`config.mk`:
```
export PLATFORM = sky130hd
export DESIGN_NAME = regfile_rename
export DESIGN_NICKNAME = d
export VERILOG_FILES = /design/src/rtl/regfile_rename.sv
export SDC_FILE = /design/constraint.sdc
export NUM_CORES = 2
export LEC_CHECK = 0
export ABC_CLOCK_PERIOD_IN_PS = 12870
export CAP_MARGIN = 20
export CORE_MARGIN = 3
export CORE_UTILIZATION = 66
export CTS_CLUSTER_DIAMETER = 150
export DETAILED_ROUTE_END_ITERATION = 10
export PLACE_DENSITY = 0.84
export SLEW_MARGIN = 20
export SYNTH_ARGS = -nofsm -noshare
export SYNTH_HDL_FRONTEND = slang
export SYNTH_SLANG_ARGS = --single-unit
```
`constraint.sdc`:
```
create_clock -name clk -period 12.87 [get_ports clk]
set_input_delay 2.574 -clock clk [delete_from_list [all_inputs] [get_ports clk]]
set_output_delay 2.574 -clock clk [all_outputs]
set_load 0.005 [all_outputs]
```
`src/rtl/regfile_rename.sv`:
```
// Architectural register file with per-register pending-producer nicks.
// Takes renames and in-order commits from the ROB; two combinational read ports feed dispatch.
module regfile_rename #(
  parameter int REG_NUM = 32,
  parameter int NAME_W  = 5,
  parameter int NICK_W  = 5,
  parameter int DATA_W  = 32
) (
  input  logic              clk,
  input  logic              rst,
  input  logic              rdy,
  input  logic              iclr,
  input  logic              iROB_nick_en,
  input  logic [NICK_W-1:0] iROB_nick,
  input  logic [NAME_W-1:0] iROB_nick_regnm,
  input  logic              iROB_en,
  input  logic [NAME_W-1:0] iROB_rd_regnm,
  input  logic [DATA_W-1:0] iROB_rd_dt,
  input  logic [NICK_W-1:0] iROB_rd_nick,
  input  logic [NAME_W-1:0] iDP_rs1_regnm,
  output logic [DATA_W-1:0] oDP_rs1_dt,
  output logic [NICK_W-1:0] oDP_rs1_nick,
  input  logic [NAME_W-1:0] iDP_rs2_regnm,
  output logic [DATA_W-1:0] oDP_rs2_dt,
  output logic [NICK_W-1:0] oDP_rs2_nick
);

  logic [DATA_W-1:0] dt_q   [REG_NUM];
  logic [DATA_W-1:0] dt_d   [REG_NUM];
  logic [NICK_W-1:0] nick_q [REG_NUM];
  logic [NICK_W-1:0] nick_d [REG_NUM];

  logic commit_v;
  logic rename_v;
  logic commit_match;

  // x0 is never a target, so both paths exclude register name 0 up front.
  assign commit_v = rdy && !rst && !iclr && iROB_en && (iROB_rd_regnm != '0);
  assign rename_v = rdy && !rst && !iclr && iROB_nick_en && (iROB_nick_regnm != '0);
  assign commit_match = (nick_q[iROB_rd_regnm] == iROB_rd_nick);

  always_comb begin
    dt_d   = dt_q;
    nick_d = nick_q;
    if (rdy && iclr) begin
      for (int i = 0; i < REG_NUM; i++) nick_d[i] = '0;
    end else begin
      if (commit_v) begin
        dt_d[iROB_rd_regnm] = iROB_rd_dt;
        if (commit_match) nick_d[iROB_rd_regnm] = '0;
      end
      // Applied after the commit so a same-cycle rename of the same register keeps its new tag.
      if (rename_v) nick_d[iROB_nick_regnm] = iROB_nick;
    end
  end

  always_ff @(posedge clk) begin
    if (rst) begin
      for (int i = 0; i < REG_NUM; i++) begin
        dt_q[i]   <= '0;
        nick_q[i] <= '0;
      end
    end else begin
      dt_q   <= dt_d;
      nick_q <= nick_d;
    end
  end

  // Reads see pre-update state; only a tag-matching commit is forwarded, renames never are.
  always_comb begin
    oDP_rs1_dt   = dt_q[iDP_rs1_regnm];
    oDP_rs1_nick = nick_q[iDP_rs1_regnm];
    if (iDP_rs1_regnm == '0) begin
      oDP_rs1_dt   = '0;
      oDP_rs1_nick = '0;
    end else if (commit_v && (iDP_rs1_regnm == iROB_rd_regnm) && commit_match) begin
      oDP_rs1_dt   = iROB_rd_dt;
      oDP_rs1_nick = '0;
    end
  end

  always_comb begin
    oDP_rs2_dt   = dt_q[iDP_rs2_regnm];
    oDP_rs2_nick = nick_q[iDP_rs2_regnm];
    if (iDP_rs2_regnm == '0) begin
      oDP_rs2_dt   = '0;
      oDP_rs2_nick = '0;
    end else if (commit_v && (iDP_rs2_regnm == iROB_rd_regnm) && commit_match) begin
      oDP_rs2_dt   = iROB_rd_dt;
      oDP_rs2_nick = '0;
    end
  end

endmodule

```
==> summary.md <==
| Metric | Value |
|---|---|
| Combinational power share | `7.5%` |
| Clk Tree Root Cell | `clkbuf_16` |
| CTS tree | `yes` |
| Syn Inst Count | `6,642` |
| Clock Skew | `0.0215 ns` |
| GPL Wtd Cong | `1.02` |
| DRT Pass-1 Iters | `9` |
| Final TNS setup | `0 ns` |
| Max Fclk | `0.0997 GHz` |
| CP endpoint kind | `output pin` |
| Post-synth cell types | `34` |
| Post-Syn Nets | `6,710` |
| Initial antenna violation count | `4` |
| Power Dens Cells | `116 nW/um^2` |
| MaxCap Viol Count | `0` |
| Final wirelength | `231,000 um` |
| Minimum clock period | `10.03 ns` |
| Dpl hpwl | `131,000 um` |
| Area growth, synth to finish | `9.19%` |
| CTS Sinks | `1,184` |
| Post-CTS Setup Repair Bufs | `0` |
| Slowest CP cell | `clkdlybuf4s50_1` |
| Post-synthesis sequential area ratio | `38.3%` |
| Initial Util | `67.1%` |
| Top delay family on crit path | `buffers and inverters` |
| Bufs and invs on worst path | `4` |
| Clock share of power | `45.8%` |
| I/O Buffers | `141` |
| Chip width | `312 um` |
| WP data required | `10.30 ns` |
| FFs w/ async S/R, synth | `0%` |
| Vias/cell | `7.41` |
| Via count | `56,884` |
| CP Depth | `12` |
| Sequential cell fraction of total power | `46.7%` |
| Synth Register Bits | `1,184` |
| Worst Hold Path Cells | `2` |
| Overflow after GRT | `0` |
| Hold_buf cts | `0` |
| Final setup margin | `2.84 ns` |
| Critical Path Max Stage Delay | `1.03 ns` |
| Worst slew pin tran | `1.31 ns` |
| Full die area | `97,600 um^2` |
| RSZ-0062 raised after global routing | `false` |
| Period utilisation layout | `77.9%` |
| Nets | `6,404` |
| Share of cells above drive strength 1 | `18.7%` |
| Worst slack at placement | `3.05 ns` |
| DR WL/cell | `30.1 um` |
| Final hold violation count | `0` |
| Worst-Skew Late Latency | `0.73 ns` |
| Commonest non-fill, non-tap cell in the layout | `nand2_1` |
| P_sw | `1.96 mW` |
| Final setup viols | `0` |
| Residual DRC count | `0` |
| Core area | `92,400 um^2` |
| Yosys warning total | `0` |
| Critical Path AT | `7.45 ns` |
| Sw frac | `25.0%` |
| Cell Int Power | `5.90 mW` |
| Ports | `142` |
| CP Class | `input pin to output pin` |
| Antenna-violating nets left | `0` |
| Largest net degree at the start of global routing | `232` |
| CTS-repair resized insts | `0` |
| Slew Viols, Final | `0` |
| Die H | `312 um` |
| CP Launch Type | `input pin` |
| Worst Path Max Fanout | `33` |
| Syn Area/Cell | `9.33 um^2` |
| Reg clk slew, reported paths | `0.06 ns` |
| CTS H-tree depth | `3` |
| Commonest non-fill, non-tap cells in the layout | `nand2_1, dfxtp_1, a21oi_1` |
| Tot GR Track Use | `46.4%` |
| Final hold slack | `0.464 ns` |
| Leak | `21.5 nW` |
| Status | `completed` |
| First-pass GRT wire length | `342,000 um` |
| Starting DRC count in detailed routing | `10,529` |
| R2r worst-path depth | `8` |
| Post-synth EDFFs | `0` |
| Max transition margin | `12.6%` |
| Finished Core Util | `73.3%` |
| Ys flop type | `dfxtp_1` |
| Crit-path cells | `clkdlybuf4s50_1 -> nor2b_1 -> a22oi_1 -> and3_1 -> a41oi_1 -> a21oi_1 -> or3b_2 -> buf_4 -> nor3_2 -> buf_4 -> mux2i_1 -> clkdlybuf4s50_1` |
| Vias in the first global route | `56,127` |
| Num CTS Buffers | `117` |
| Clock buffer depth | `3` |
| Post-Syn Area | `62,000 um^2` |
| # rows | `111` |
| Worst hold-check path type | `flop to flop` |
| Antenna cells | `0` |
| Max IR drop VDD | `0.126 mV` |
==> synth_stat cells, types with 2 or more instances <==
| cell | instances | area share, % |
|---|---|---|
| o22ai_1 | 155 | 1.6 |
| a21oi_1 | 1033 | 8.3 |
| mux2i_1 | 139 | 2.2 |
| nand3_1 | 13 | 0.11 |
| a31oi_1 | 2 | 0.020 |
| buf_2 | 21 | 0.17 |
| buf_6 | 7 | 0.13 |
| dfxtp_1 | 1184 | 38 |
| a22oi_1 | 23 | 0.28 |
| buf_1 | 80 | 0.48 |
| xor2_1 | 13 | 0.18 |
| nor2_1 | 51 | 0.31 |
| nand2_1 | 2319 | 14 |
| buf_4 | 3 | 0.036 |
| a41oi_1 | 2 | 0.028 |
| a22o_1 | 3 | 0.042 |
| clkbuf_2 | 27 | 0.22 |
| and2_1 | 10 | 0.10 |
| nor3_1 | 23 | 0.19 |
| nor2b_1 | 43 | 0.43 |
| clkbuf_1 | 557 | 3.4 |
| nor3_2 | 30 | 0.48 |
| nand2b_1 | 71 | 0.72 |
| and2_0 | 2 | 0.020 |
| or3b_2 | 2 | 0.028 |
| nand4_1 | 5 | 0.050 |
| o211ai_1 | 64 | 0.78 |
| and3_1 | 5 | 0.050 |
| mux4_2 | 750 | 27 |
==> worst paths after layout <==
kind | from | slack, ns | to
max reg2reg | nick_q[137] | 9.50 | nick_q[151]
min reg2reg | dt_q[441] | 0.46 | dt_q[441]
min | dt_q[441] | 0.46 | dt_q[441]
max | iROB_rd_regnm[2] | 2.84 | oDP_rs1_dt[19]
==> kinds of logic (layout without fill, tap and decap cells) <==
kind of cell,count (synthesis),in the layout,share of synthesized area (%)
mux,889,889,29.5
simple gates,2578,2578,16.6
buf+inv,695,488,4.41
compound gates,1283,1283,11.1
xor+xnor,13,13,0.184
flops,1184,1184,38.3
==> sequential cells by signal, summed over array words and instances (netlist names) <==
| signal | flops |
|---|---|
| dt_q | 1024 |
| nick_q | 160 |
==> cell type report <==
cell class | instances | area (um^2)
multi-input cells | 4763 | 35900
fillers | 6091 | 24700
flip-flops and latches | 1184 | 23700
clock buffers | 175 | 3480
repair buffers | 270 | 2460
well taps | 1243 | 1560
clock inverters | 43 | 546
==> power by group through the flow <==
stage | clock network (mW) | logic [mW] | registers, mW
floorplan | 0 | 0.388 | 3.75
global placement | 0 | 0.563 | 3.75
detailed placement | 0 | 0.566 | 3.75
CTS | 3.58 | 0.568 | 3.67
global route | 3.72 | 0.606 | 3.67
finish | 3.60 | 0.591 | 3.67
==> worst reg2reg max path, delay by kind of cell (launching register included) <==
kind / cells / cell delay, ns
xor gates and xnor gates: 1 / 0.16
muxes: 3 / 1.19
DFF: 1 / 0.38
buffers and inverters: 1 / 0.37
and+or+nand+nor: 2 / 0.90
AOI/OAI and AO/OA: 1 / 0.20
==> metal layers <==
metal  GRT usage (%)  vias up  part of all wire, %
met5            1.83        -                 0.13
met1            56.2    26666                   31
met3            19.6     1702                   18
met2            65.6     5615                   41
met4            35.6       12                  9.8
li1                -    22889                    -
==> through the flow <==
step	total power [mW]	instance area, um^2	instances
final	7.86	67700	7678
after global routing	8.00	67700	7678
after CTS	7.82	67700	7678
after detailed placement	4.32	63600	7460
after global placement	4.32	63600	7458
after floorplan	4.14	62000	6642
No activity file was read; power rests on OpenSTA's default activity.
